==> config.mk <==
export PLATFORM = sky130hd
export DESIGN_NAME = instr_fetch_resp
export DESIGN_NICKNAME = d
export VERILOG_FILES = /design/src/rtl/instr_fetch_resp.sv
export SDC_FILE = /design/constraint.sdc
export NUM_CORES = 1
export LEC_CHECK = 0
export CORE_MARGIN = 2
export CORE_UTILIZATION = 30
export CTS_BUF_LIST = sky130_fd_sc_hd__clkbuf_16
export DETAILED_ROUTE_END_ITERATION = 12
export GPL_ROUTABILITY_DRIVEN = 0
export PLACE_DENSITY = 0.52
export SETUP_SLACK_MARGIN = 0.2
export SLEW_MARGIN = 20
export SYNTH_ARGS = -nofsm -noshare
export SYNTH_HDL_FRONTEND = slang
export SYNTH_SLANG_ARGS = --single-unit
==> constraint.sdc <==
create_clock -name clk -period 5.3 [get_ports clk]
set_input_delay 1.06 -clock clk [delete_from_list [all_inputs] [get_ports clk]]
set_output_delay 1.06 -clock clk [all_outputs]
set_load 0.05 [all_outputs]
==> src/rtl/instr_fetch_resp.sv <==
// Instruction-fetch responder: accepts PC requests, reads the synchronous instruction
// memory and buffers {pc, word, err} entries in a small FIFO for the decode stage.
module instr_fetch_resp #(
   parameter int unsigned ADDR_W = 32,
   parameter int unsigned DEPTH  = 4
) (
   input  logic              clk,
   input  logic              rst_n,
   input  logic              req_valid,
   output logic              req_ready,
   input  logic [ADDR_W-1:0] req_pc,
   input  logic              flush,
   output logic              imem_en,
   output logic [ADDR_W-3:0] imem_addr,
   input  logic [31:0]       imem_rdata,
   output logic              ins_valid,
   input  logic              ins_ready,
   output logic [31:0]       ins_data,
   output logic [ADDR_W-1:0] ins_pc,
   output logic              ins_err
);

   localparam int unsigned PTR_W = $clog2(DEPTH);
   localparam logic [PTR_W+1:0] DEPTH_L = (PTR_W+2)'(DEPTH);

   logic [31:0]       fifo_data [DEPTH];
   logic [ADDR_W-1:0] fifo_pc   [DEPTH];
   logic              fifo_err  [DEPTH];

   logic [PTR_W-1:0]  wr_ptr;
   logic [PTR_W-1:0]  rd_ptr;
   logic [PTR_W:0]    count;

   logic              inf_valid;
   logic [ADDR_W-1:0] inf_pc;
   logic              inf_err;

   logic              accept;
   logic              misaligned;
   logic              push;
   logic              pop;
   logic [PTR_W+1:0]  occupancy;

   // A slot is reserved for the in-flight fetch, so buffered + in-flight bounds acceptance.
   assign occupancy  = {1'b0, count} + {{(PTR_W+1){1'b0}}, inf_valid};
   assign req_ready  = rst_n && !flush && (occupancy < DEPTH_L);
   assign accept     = req_valid && req_ready;
   assign misaligned = (req_pc[1:0] != 2'b00);

   assign imem_en    = accept && !misaligned;
   assign imem_addr  = req_pc[ADDR_W-1:2];

   assign ins_valid  = (count != '0);
   assign push       = inf_valid && !flush;
   assign pop        = ins_valid && ins_ready && !flush;

   assign ins_data   = ins_valid ? fifo_data[rd_ptr] : '0;
   assign ins_pc     = ins_valid ? fifo_pc[rd_ptr]   : '0;
   assign ins_err    = ins_valid && fifo_err[rd_ptr];

   always_ff @(posedge clk or negedge rst_n) begin
      if (!rst_n) begin
         wr_ptr    <= '0;
         rd_ptr    <= '0;
         count     <= '0;
         inf_valid <= 1'b0;
         inf_pc    <= '0;
         inf_err   <= 1'b0;
      end else if (flush) begin
         wr_ptr    <= '0;
         rd_ptr    <= '0;
         count     <= '0;
         inf_valid <= 1'b0;
      end else begin
         inf_valid <= accept;
         if (accept) begin
            inf_pc  <= req_pc;
            inf_err <= misaligned;
         end
         if (push) wr_ptr <= wr_ptr + PTR_W'(1);
         if (pop)  rd_ptr <= rd_ptr + PTR_W'(1);
         case ({push, pop})
            2'b10:   count <= count + (PTR_W+1)'(1);
            2'b01:   count <= count - (PTR_W+1)'(1);
            default: count <= count;
         endcase
      end
   end

   // Storage needs no reset: the head outputs are masked whenever count is zero.
   always_ff @(posedge clk) begin
      if (push) begin
         fifo_data[wr_ptr] <= inf_err ? '0 : imem_rdata;
         fifo_pc[wr_ptr]   <= inf_pc;
         fifo_err[wr_ptr]  <= inf_err;
      end
   end

endmodule
==> results by group <==
Pwr
  • Total chip power: 6.56 mW
  • Pint: 4.79 mW
  • PwrDens: 427 nW/um^2
  • Max VDD drop: 0.222 mV
  • Leak pwr: 5.08 nW
  • Switching Share: 27.0%
  • Share of total power in sequential cells: 43.9%
  • NetSw: 1.77 mW
  • Clock power frac: 38.0%
  • Logic pwr share: 18.1%

Floorplanning
  • Die height: 205 um
  • I/O pin count: 167
  • Die area: 41900 sq um
  • Die W: 205 um
  • FP Rows: 73
  • Core ar.: 39700 sq um
  • Initial Util: 30.4%

Critical path
  • R2r endpoint: fifo_pc[3][17]$_DFFE_PP_
  • Setup crit start kind: flop
  • Crit path required time: 4.24 ns
  • Reg-to-Reg Start: inf_valid$_DFF_PN0_
  • R2R cell count: 3
  • Crit path cell chain: buf_4 -> mux4_1 -> and2_1 -> clkdlybuf4s50_1
  • Worst Path Arrival: 3.23 ns
  • Crit path max fanout: 30
  • CP max stage delay: 0.87 ns
  • Setup crit end kind: primary output
  • Reg2Reg Setup Slack: 2.91 ns
  • Slowest-stage cell, CP: dfrtp_4
  • Crit path kind: reg2out

CTS
  • Hold buffer count at CTS: 0
  • CTS tree: yes
  • Worst-skew pair later-pin latency: 0.51 ns
  • CTS Buf Count: 35
  • Cts repair resizes: 0
  • Postcts setup bufs: 0
  • Sink Count: 301
  • Root Driver: clkbuf_16
  • Clock Pin Slew Worst Setup and Hold Paths: 0.06 ns
  • Clock Tree Buf Depth: 3
  • H-Tree Depth: 2

Synthesis
  • Post-Syn Area: 12100 sq um
  • Sequential fraction of the synthesis area: 73.1%
  • Synthesized Nets: 681
  • Post-synth EDFFs: 260
  • Cells after synthesis: 607
  • Mean area per synthesized cell: 19.9 sq um
  • Most used DFF post-synth: edfxtp_1
  • Cell variety after synth: 35
  • Ys async rst share: 13.6%
  • Synth Warn #: 0
  • Yosys reg bits: 301

Routing
  • Drt initial violations: 246
  • Routed vias: 5921
  • Wirelength, routed: 25300 um
  • # DRC: 0
  • Vias per inst: 4.51
  • Drt pass-1 iters: 4
  • Final ANT Viol Nets: 0
  • Routed wire per std cell: 19.3 um

STA
  • Part of the cycle the worst path needs: 80.9%
  • Clock Skew: 0.00798 ns
  • Hold Violations, Final: 0
  • Worst slew pin tran: 0.954 ns
  • RSZ-0062 raised after global routing: false
  • Hold_ws: 0.457 ns
  • Max-slew headroom: 36.4%
  • Min Clock Period, post-route: 4.29 ns
  • Sum Neg Setup Slack: 0 ns
  • Final slew viol count: 0
  • FMAX: 233 MHz
  • Final setup viols: 0
  • Setup slack after layout: 1.01 ns

Run status
  • Status: complete, no violations

Place
  • Pre-CTS WS: 1.06 ns
  • Port Buffer Count: 166
  • Placed cells: 1253
  • DPL Wire Length: 14800 um

Cells and area
  • Synthesis-to-layout area growth: 27.0%
  • Most frequent cells in the layout: edfxtp_1, clkdlybuf4s50_1, and2_1, mux4_2, dfrtp_1
  • Fraction of layout cells with a size suffix above 1: 20.3%
  • Most common cell after layout, fill and taps aside: edfxtp_1
  • Nets@finish: 839
  • Antenna Cells: 0
  • Final std cells w/o fill: 1314

Global routing
  • Largest net degree at the start of global routing: 56
  • Vias in the first global route: 6422
  • Tot GR Track Use: 12.4%
  • First-pass GRT wire length: 39000 um
  • Gr ovfl total: 0
  • Initial antenna violation count: 0

Hold path
  • Hold Crit Class: in2async

Flow run
  • Max-cap viol count: 0
how the worst max path moves through the flow:
stage | start | endpoint | slack [ns] | cells after the start
finish | rd_ptr[0]$_DFFE_PN0P_ | ins_data[1] | 1.01 | 4
global route | rd_ptr[0]$_DFFE_PN0P_ | ins_data[1] | 0.82 | 4
CTS | rd_ptr[0]$_DFFE_PN0P_ | ins_data[1] | 0.90 | 4
detailed placement | flush | imem_en | 1.06 | 5
global placement | flush | imem_en | 1.04 | 5
floorplan | flush | imem_en | 1.40 | 5
logic make-up (layout without fill, tap and decap cells):
group                    after synthesis  in the layout  share of synthesized area, %
AO/OA/AOI/OAI                          8              8                         0.476
XOR/XNOR                               4              4                         0.290
adder cells (fa/ha/maj)                5              5                         0.580
buffers and inverters                 66            248                          3.63
flip-flops                           301            301                          73.1
multiplexers                          99             99                          15.6
AND/OR/NAND/NOR                      124            124                          6.35
cells in the mapped netlist (all sizes together) (2+ instances only):
master	number	area, sq um
edfxtp	260	7810
and2	70	438
mux4	65	1510
buf	47	367
dfrtp	41	1030
nor2b	34	213
mux2	32	360
clkbuf	15	57.6
nor2	8	30.0
ha	4	50.1
inv	4	15.0
nand3	4	20.0
a31oi	3	18.8
mux2i	2	20.0
nor3	2	10.0
xnor2	2	17.5
xor2	2	17.5
registers in the layout (all words and copies together) (netlist names):
register / count
wr_ptr: 2
inf_pc: 32
inf_err: 1
fifo_err: 4
fifo_pc: 128
inf_valid: 1
count: 3
fifo_data: 128
rd_ptr: 2
power groups by stage:
stage	clock network (mW)	logic (mW)	registers (mW)
floorplan	0	0.851	2.87
global placement	0	1.22	2.93
detailed placement	0	1.22	2.93
CTS	2.57	1.22	2.88
global route	2.65	1.27	2.90
finish	2.49	1.19	2.88
metrics by stage:
step           instance area [sq um]  util (%)
2_1_floorplan                  12100         -
3_3_place_gp                   14100      35.6
3_5_place_dp                   14100      35.6
4_1_cts                        15300      38.6
5_1_grt                        15300      38.6
6_report                       15300      38.6
area by class of cell:
class	count	area (sq um)
multi-input combinational	240	2830
tap	525	657
clock buffer	35	876
clock inverter	26	324
fill	3686	24400
timing repair buffer	183	1810
sequential	301	8840
inverter	4	15.0
layer usage:
| layer | routed length, um | GRT usage (%) | vias up |
|---|---|---|---|
| li1 | - | - | 2657 |
| met1 | 11100 | 16.0 | 3078 |
| met2 | 12600 | 21.2 | 141 |
| met3 | 1130 | 2.62 | 45 |
| met4 | 574 | 3.73 | 0 |
| met5 | 0 | 0 | - |
worst max-delay path, delay by kind of cell, from the launching register on:
family        cells  cell delay (ns)
simple gates      1             0.20
flops             1             0.87
mux               1             0.56
buf+inv           2             1.07
Note: power is estimated with default switching activity, not from simulation.
